==> src/rtl/usb_rx_pkg.sv <==
// rtl/usb_rx_pkg.sv - shared types and PID constants for the USB receive controller
package usb_rx_pkg;

  // Receive sequencer states; one per field plus the two one-cycle check slots
  typedef enum logic [3:0] {
    ST_IDLE     = 4'd0,
    ST_SYNC     = 4'd1,
    ST_CHK_SYNC = 4'd2,
    ST_PID      = 4'd3,
    ST_CHK_PID  = 4'd4,
    ST_SKIP     = 4'd5,
    ST_CRC5     = 4'd6,
    ST_DATA     = 4'd7,
    ST_CRC16    = 4'd8,
    ST_WAIT_EOP = 4'd9,
    ST_DONE     = 4'd10,
    ST_ERR      = 4'd11
  } rcv_state_t;

  typedef enum logic [1:0] {
    PKT_NONE      = 2'b00,
    PKT_TOKEN     = 2'b01,
    PKT_DATA      = 2'b10,
    PKT_HANDSHAKE = 2'b11
  } pkt_type_t;

  localparam int unsigned CNT_W = 7;

  localparam logic [3:0] PID_OUT   = 4'h1;
  localparam logic [3:0] PID_IN    = 4'h9;
  localparam logic [3:0] PID_SETUP = 4'hD;
  localparam logic [3:0] PID_DATA0 = 4'h3;
  localparam logic [3:0] PID_DATA1 = 4'hB;
  localparam logic [3:0] PID_ACK   = 4'h2;
  localparam logic [3:0] PID_NAK   = 4'hA;
  localparam logic [3:0] PID_STALL = 4'hE;

  localparam logic [7:0] SYNC_BYTE = 8'h80;

  // Classify a received PID byte; a broken complement check or an unsupported code yields PKT_NONE
  function automatic pkt_type_t pid_class(input logic [7:0] pid);
    pkt_type_t t;
    t = PKT_NONE;
    if (pid[3:0] == ~pid[7:4]) begin
      case (pid[3:0])
        PID_OUT, PID_IN, PID_SETUP:   t = PKT_TOKEN;
        PID_DATA0, PID_DATA1:         t = PKT_DATA;
        PID_ACK, PID_NAK, PID_STALL:  t = PKT_HANDSHAKE;
        default:                      t = PKT_NONE;
      endcase
    end
    return t;
  endfunction

endpackage

==> src/rtl/flex_counter.sv <==
// rtl/flex_counter.sv - clearable bit counter with programmable rollover value
module flex_counter #(
  parameter int unsigned NUM_BITS = 7
) (
  input  logic                clk,
  input  logic                n_rst,
  input  logic                clear,
  input  logic                count_enable,
  input  logic [NUM_BITS-1:0] rollover_val,
  output logic                rollover_flag
);

  logic [NUM_BITS-1:0] count_q;
  logic [NUM_BITS-1:0] count_d;

  // Clear wins over counting so a field end and the next field's restart share one edge
  always_comb begin
    count_d = count_q;
    if (clear) begin
      count_d = '0;
    end else if (count_enable) begin
      count_d = (count_q == rollover_val) ? '0 : count_q + 1'b1;
    end
  end

  // Count register
  always_ff @(posedge clk or negedge n_rst) begin
    if (!n_rst) begin
      count_q <= '0;
    end else begin
      count_q <= count_d;
    end
  end

  assign rollover_flag = (count_q == rollover_val);

endmodule

==> src/rtl/rcv_shift_controller.sv <==
// rtl/rcv_shift_controller.sv - routes decoded USB bits to the sync/PID/CRC/data field registers
module rcv_shift_controller
  import usb_rx_pkg::*;
#(
  parameter int unsigned DATA_BITS       = 64,
  parameter int unsigned TOKEN_SKIP_BITS = 11,
  parameter logic [7:0]  SYNC_PATTERN    = SYNC_BYTE
) (
  input  logic       clk,
  input  logic       n_rst,
  input  logic       start_rcv,
  input  logic       shift_strobe,
  input  logic       eop,
  input  logic [7:0] rcv_sync,
  input  logic [7:0] rcv_pid,
  output logic       sync_shift_enable,
  output logic       pid_shift_enable,
  output logic       crc5_shift_enable,
  output logic       crc16_shift_enable,
  output logic       data_shift_enable,
  output logic       rcving,
  output logic       packet_done,
  output logic       rcv_error,
  output logic [1:0] pkt_type
);

  localparam logic [CNT_W-1:0] BYTE_LAST  = CNT_W'(7);
  localparam logic [CNT_W-1:0] SKIP_LAST  = CNT_W'(TOKEN_SKIP_BITS - 1);
  localparam logic [CNT_W-1:0] CRC5_LAST  = CNT_W'(4);
  localparam logic [CNT_W-1:0] DATA_LAST  = CNT_W'(DATA_BITS - 1);
  localparam logic [CNT_W-1:0] CRC16_LAST = CNT_W'(15);

  rcv_state_t       state_q, state_d;
  logic             err_q, err_d;
  pkt_type_t        type_q, type_d;

  logic [CNT_W-1:0] roll_val;
  logic             roll_flag;
  logic             cnt_en;
  logic             cnt_clear;
  pkt_type_t        pid_type;

  assign pid_type = pid_class(rcv_pid);

  flex_counter #(
    .NUM_BITS (CNT_W)
  ) u_bit_cnt (
    .clk           (clk),
    .n_rst         (n_rst),
    .clear         (cnt_clear),
    .count_enable  (cnt_en),
    .rollover_val  (roll_val),
    .rollover_flag (roll_flag)
  );

  // Next-state, field length selection and Mealy enable decode; eop always beats shift_strobe
  always_comb begin
    state_d            = state_q;
    err_d              = err_q;
    type_d             = type_q;
    roll_val           = '0;
    cnt_en             = 1'b0;
    sync_shift_enable  = 1'b0;
    pid_shift_enable   = 1'b0;
    crc5_shift_enable  = 1'b0;
    crc16_shift_enable = 1'b0;
    data_shift_enable  = 1'b0;

    unique case (state_q)
      ST_IDLE: begin
        if (start_rcv) begin
          state_d = ST_SYNC;
          err_d   = 1'b0;
          type_d  = PKT_NONE;
        end
      end
      ST_SYNC: begin
        roll_val = BYTE_LAST;
        if (eop) begin
          state_d = ST_ERR;
        end else if (shift_strobe) begin
          sync_shift_enable = 1'b1;
          cnt_en            = 1'b1;
          if (roll_flag) state_d = ST_CHK_SYNC;
        end
      end
      ST_CHK_SYNC: begin
        if (eop || shift_strobe) begin
          state_d = ST_ERR;
        end else begin
          state_d = (rcv_sync == SYNC_PATTERN) ? ST_PID : ST_ERR;
        end
      end
      ST_PID: begin
        roll_val = BYTE_LAST;
        if (eop) begin
          state_d = ST_ERR;
        end else if (shift_strobe) begin
          pid_shift_enable = 1'b1;
          cnt_en           = 1'b1;
          if (roll_flag) state_d = ST_CHK_PID;
        end
      end
      ST_CHK_PID: begin
        if (eop || shift_strobe) begin
          state_d = ST_ERR;
        end else begin
          type_d = pid_type;
          case (pid_type)
            PKT_TOKEN:     state_d = ST_SKIP;
            PKT_DATA:      state_d = ST_DATA;
            PKT_HANDSHAKE: state_d = ST_WAIT_EOP;
            default:       state_d = ST_ERR;
          endcase
        end
      end
      ST_SKIP: begin
        roll_val = SKIP_LAST;
        if (eop) begin
          state_d = ST_ERR;
        end else if (shift_strobe) begin
          cnt_en = 1'b1;
          if (roll_flag) state_d = ST_CRC5;
        end
      end
      ST_CRC5: begin
        roll_val = CRC5_LAST;
        if (eop) begin
          state_d = ST_ERR;
        end else if (shift_strobe) begin
          crc5_shift_enable = 1'b1;
          cnt_en            = 1'b1;
          if (roll_flag) state_d = ST_WAIT_EOP;
        end
      end
      ST_DATA: begin
        roll_val = DATA_LAST;
        if (eop) begin
          state_d = ST_ERR;
        end else if (shift_strobe) begin
          data_shift_enable = 1'b1;
          cnt_en            = 1'b1;
          if (roll_flag) state_d = ST_CRC16;
        end
      end
      ST_CRC16: begin
        roll_val = CRC16_LAST;
        if (eop) begin
          state_d = ST_ERR;
        end else if (shift_strobe) begin
          crc16_shift_enable = 1'b1;
          cnt_en             = 1'b1;
          if (roll_flag) state_d = ST_WAIT_EOP;
        end
      end
      ST_WAIT_EOP: begin
        if (eop) begin
          state_d = ST_DONE;
        end else if (shift_strobe) begin
          state_d = ST_ERR;
        end
      end
      ST_DONE: begin
        state_d = ST_IDLE;
      end
      ST_ERR: begin
        if (!eop) state_d = ST_IDLE;
      end
      default: begin
        state_d = ST_IDLE;
      end
    endcase

    if (state_d == ST_ERR) err_d = 1'b1;
  end

  // Restart the bit count whenever a new field (or any other state) is entered
  assign cnt_clear = (state_d != state_q);

  // State, sticky error flag and packet type registers
  always_ff @(posedge clk or negedge n_rst) begin
    if (!n_rst) begin
      state_q <= ST_IDLE;
      err_q   <= 1'b0;
      type_q  <= PKT_NONE;
    end else begin
      state_q <= state_d;
      err_q   <= err_d;
      type_q  <= type_d;
    end
  end

  assign rcving      = (state_q != ST_IDLE);
  assign packet_done = (state_q == ST_DONE);
  assign rcv_error   = err_q;
  assign pkt_type    = type_q;

endmodule

==> config.mk <==
export PLATFORM = sky130hd
export DESIGN_NAME = rcv_shift_controller
export DESIGN_NICKNAME = d
export VERILOG_FILES = /design/src/rtl/usb_rx_pkg.sv /design/src/rtl/flex_counter.sv /design/src/rtl/rcv_shift_controller.sv
export SDC_FILE = /design/constraint.sdc
export NUM_CORES = 1
export LEC_CHECK = 0
export CAP_MARGIN = 20
export CORE_ASPECT_RATIO = 0.8
export CORE_MARGIN = 2
export CORE_UTILIZATION = 35
export CTS_CLUSTER_DIAMETER = 150
export DETAILED_ROUTE_END_ITERATION = 12
export GPL_TIMING_DRIVEN = 0
export MAX_ROUTING_LAYER = met4
export PLACE_DENSITY = 0.7
export SLEW_MARGIN = 30
export SYNTH_ARGS = -nofsm -noshare
export SYNTH_HDL_FRONTEND = slang
export SYNTH_SLANG_ARGS = --single-unit
==> constraint.sdc <==
create_clock -name clk -period 4.53 [get_ports clk]
set_input_delay 0.906 -clock clk [delete_from_list [all_inputs] [get_ports clk]]
set_output_delay 0.906 -clock clk [all_outputs]
set_load 0.02 [all_outputs]
==> results.sh, run 1 <==
export IMPL_drive_gt1_share_pct=4.717
export IMPL_clock_sinks=14
export IMPL_crit_required_ns=3.62
export IMPL_ir_drop_mv=0.2457
export IMPL_via_per_inst=5.772
export IMPL_synth_largest_area_cell="dfrtp_1"
export IMPL_skew_ns=0.0008845
export IMPL_whs_ns=0.5112
export IMPL_first_global_vias=1436
export IMPL_p_seq_share_pct=19.2
export IMPL_clkLatencyLatePin_ns=0.24
export IMPL_dieArea_um2=4586
export IMPL_post_cts_buffers=0
export IMPL_root_buffer="clkbuf_8"
export IMPL_drc=0
export IMPL_rsz0062_at_grt="no"
export IMPL_drt_antenna_violating_nets=0
export IMPL_cts_tree="yes"
export IMPL_p_sw_mw=0.4858
export IMPL_hpwl_mm=3.000
export IMPL_min_period_ns=3.848
export IMPL_tightest_slew_ns=0.7008
export IMPL_cts_buffers=3
export IMPL_power_leakage_nw=0.6826
export IMPL_power_density_nw_per_um2=512.9
export IMPL_cts_max_level=1
export IMPL_start_util_pct=36.85
export IMPL_portBuffers=29
export IMPL_io_pins=31
export IMPL_holdPathStages=2
export IMPL_drv_slew=0
export IMPL_r2r_start="state_q[1]"
export IMPL_die_width_um=75.22
export IMPL_path_class="input pin to output pin"
export IMPL_route_vias_total=1541
export IMPL_p_sw_share_pct=52.02
export IMPL_synth_edf_count=0
export IMPL_hold_end="pkt_type[0]"
export IMPL_multi_input_area_um2=997.2
export IMPL_ys_flop_type="dfrtp_1"
export IMPL_die_h_um=60.98
export IMPL_synth_nets=203
export IMPL_cts_path_max_buffers=2
export IMPL_synth_most_common_cell="nor2_1"
export IMPL_setup_tns_ns=0
export IMPL_gp_congestion=0.9685
export IMPL_postSynthRegisterBits=14
export IMPL_p_int_mw=0.4480
export IMPL_layout_nets=237
export IMPL_coreArea_um2=3854
export IMPL_syn_avg_cell_area_um2=7.890
export IMPL_cp_start_kind="input pin"
export IMPL_dp_slack_ns=0.7222
export IMPL_grt_usage_pct=19.75
export IMPL_relSlewSlack_pct=52.62
export IMPL_syn_inst=180
export IMPL_synthTopCellsByCount="17 x nor2_1, 14 x dfrtp_1, 13 x nand2_1"
export IMPL_worst_endpoint_arrival_ns=2.94
export IMPL_worst_slack_ns=0.6820
export IMPL_ys_seq_area_share_pct=24.67
export IMPL_clk_pin_slew_worst_paths_ns=0.05
export IMPL_yosysWarnings=0
export IMPL_cp_startpoint="eop"
export IMPL_yosys_top_cells_area="dfrtp_1 25%, nor2_1 4.5%, xnor2_1 4.3%"
export IMPL_drtPass1Iterations=4
export IMPL_synth_async_reset_ratio_pct=100.0
export IMPL_diodes=0
export IMPL_seqCellArea_um2=350.3
export IMPL_synth_top_area_share_pct=24.67
export IMPL_antenna_found_initial=0
export IMPL_overflow=0
export IMPL_fin_crit_sh_pct=84.95
export IMPL_num_rows=20
export IMPL_endpoint_kind="output pin"
export IMPL_cts_hold_buf=0
export IMPL_first_iter_violations=184
export IMPL_hold_viol=0
export IMPL_r2r_cells=6
export IMPL_combPwrFrac_pct=70.3
export IMPL_pwr_share_clk_pct=10.5
export IMPL_timing_rr_end="u_bit_cnt.count_q[0]"
export IMPL_grt_pass1_wl_mm=6.824
export IMPL_area_growth_pct=28.19
export IMPL_post_drt_wl_per_cell_um=14.51
export IMPL_worstPathMaxFanout=10
export IMPL_n_fill_cell=393
export IMPL_hold_start="pkt_type[0]"
export IMPL_regToRegSetupSlack_ns=1.67
export IMPL_grt_max_degree=15
export IMPL_status="finished clean"
export IMPL_drt_wl_total_mm=3.874
export IMPL_syn_cell_area_um2=1420
export IMPL_ctsResizeCount=0
export IMPL_max_freq_ghz=0.2599
export IMPL_synth_cell_types=53
export IMPL_final_setup_viol_count=0
export IMPL_holdCritPathClass="flop to flop"
export IMPL_drv_cap=0
registers in the layout (all words and copies together), names as in the netlist:
signal and count:
u_bit_cnt.count_q 7, state_q 4, rcv_error 1, pkt_type 2
kinds of logic after synthesis:
| kind of cell | share of synthesized area (%) |
|---|---|
| AND/OR/NAND/NOR | 35.42 |
| AO/OA/AOI/OAI | 25.46 |
| adder cells (fa/ha/maj) | 1.762 |
| multiplexers | 1.410 |
| XOR/XNOR | 6.168 |
| buffers and inverters | 5.110 |
| flip-flops | 24.67 |
worst max-delay path by stage:
stage	to	cells after the start
4_1_cts	sync_shift_enable	6
5_1_grt	sync_shift_enable	6
3_3_place_gp	sync_shift_enable	6
6_report	sync_shift_enable	6
2_1_floorplan	pid_shift_enable	5
3_5_place_dp	sync_shift_enable	6
routing by layer:
| metal | routed length (um) | global-route usage [%] |
|---|---|---|
| met5 | 0 | - |
| met4 | 55 | 4.762 |
| met3 | 386 | 2.824 |
| met2 | 1621 | 27.94 |
| met1 | 1811 | 29.47 |
critical path: stages:
cell             delay [ns]
clkdlybuf4s50_1        0.47
clkbuf_1               0.26
nor2_1                 0.42
nand3_1                0.16
nor2_1                 0.12
clkdlybuf4s50_1        0.61
layout make-up:
cell class	instances	share of cell area (%)
Inverter	7	1.443
Tap cell	55	3.780
Clock buffer	3	2.268
Multi-Input combinational cell	147	54.78
Sequential cell	14	19.24
Buffer	12	2.543
Timing Repair Buffer	29	15.94
power groups by stage:
stage,logic (mW),clock network (mW),registers [mW]
2_1_floorplan,0.471,0,0.175
3_3_place_gp,0.648,0,0.181
3_5_place_dp,0.645,0,0.180
4_1_cts,0.647,0.101,0.178
5_1_grt,0.727,0.105,0.184
6_report,0.656,0.0979,0.179
cells in the final DEF, fill, tap and decap left out, types with 3 or more instances in the layout:
cell type / Yosys / routed
dfrtp_1: 14 / 14
inv_1: 7 / 7
nor3_1: 5 / 5
xor2_1: 3 / 3
clkbuf_1: 8 / 8
clkdlybuf4s50_1: 0 / 29
nor4_1: 9 / 9
nor2b_1: 3 / 3
xnor2_1: 7 / 7
a211oi_1: 3 / 3
clkbuf_8: 0 / 3
or4_1: 3 / 3
nand3_1: 9 / 9
nand2b_1: 4 / 4
o21ai_0: 6 / 6
a21oi_1: 8 / 8
nand2_1: 13 / 13
o211ai_1: 4 / 4
nor2_1: 17 / 17
a31oi_1: 4 / 4
buf_1: 3 / 3
and2_1: 3 / 3
stage by stage:
step | power [mW] | instance area [um^2] | instances | util (%)
after floorplan | 0.6456 | 1420 | 180 | -
after global placement | 0.8290 | 1779 | 264 | 46.17
after detailed placement | 0.8243 | 1779 | 264 | 46.17
after CTS | 0.9265 | 1821 | 267 | 47.24
after global routing | 1.017 | 1821 | 267 | 47.24
final | 0.9338 | 1821 | 267 | 47.24
Power figures use the tool's default switching activity.
==> run 2, diff against run 1 <==
clock period = 3.6 ns   (was 4.53 ns; I/O delays follow)
==> results of run 2 <==
Same layout as run 1 (identical final DEF). Status: finished clean.
Main changes from that run: setup slack after placement 0.7222 ns -> 0.1642 ns; setup slack after layout 0.6820 ns -> 0.1240 ns; register-to-register setup slack 1.67 ns -> 0.74 ns; total power 0.9338 mW -> 1.175 mW; worst IR drop on VDD 0.2457 mV -> 0.3092 mV
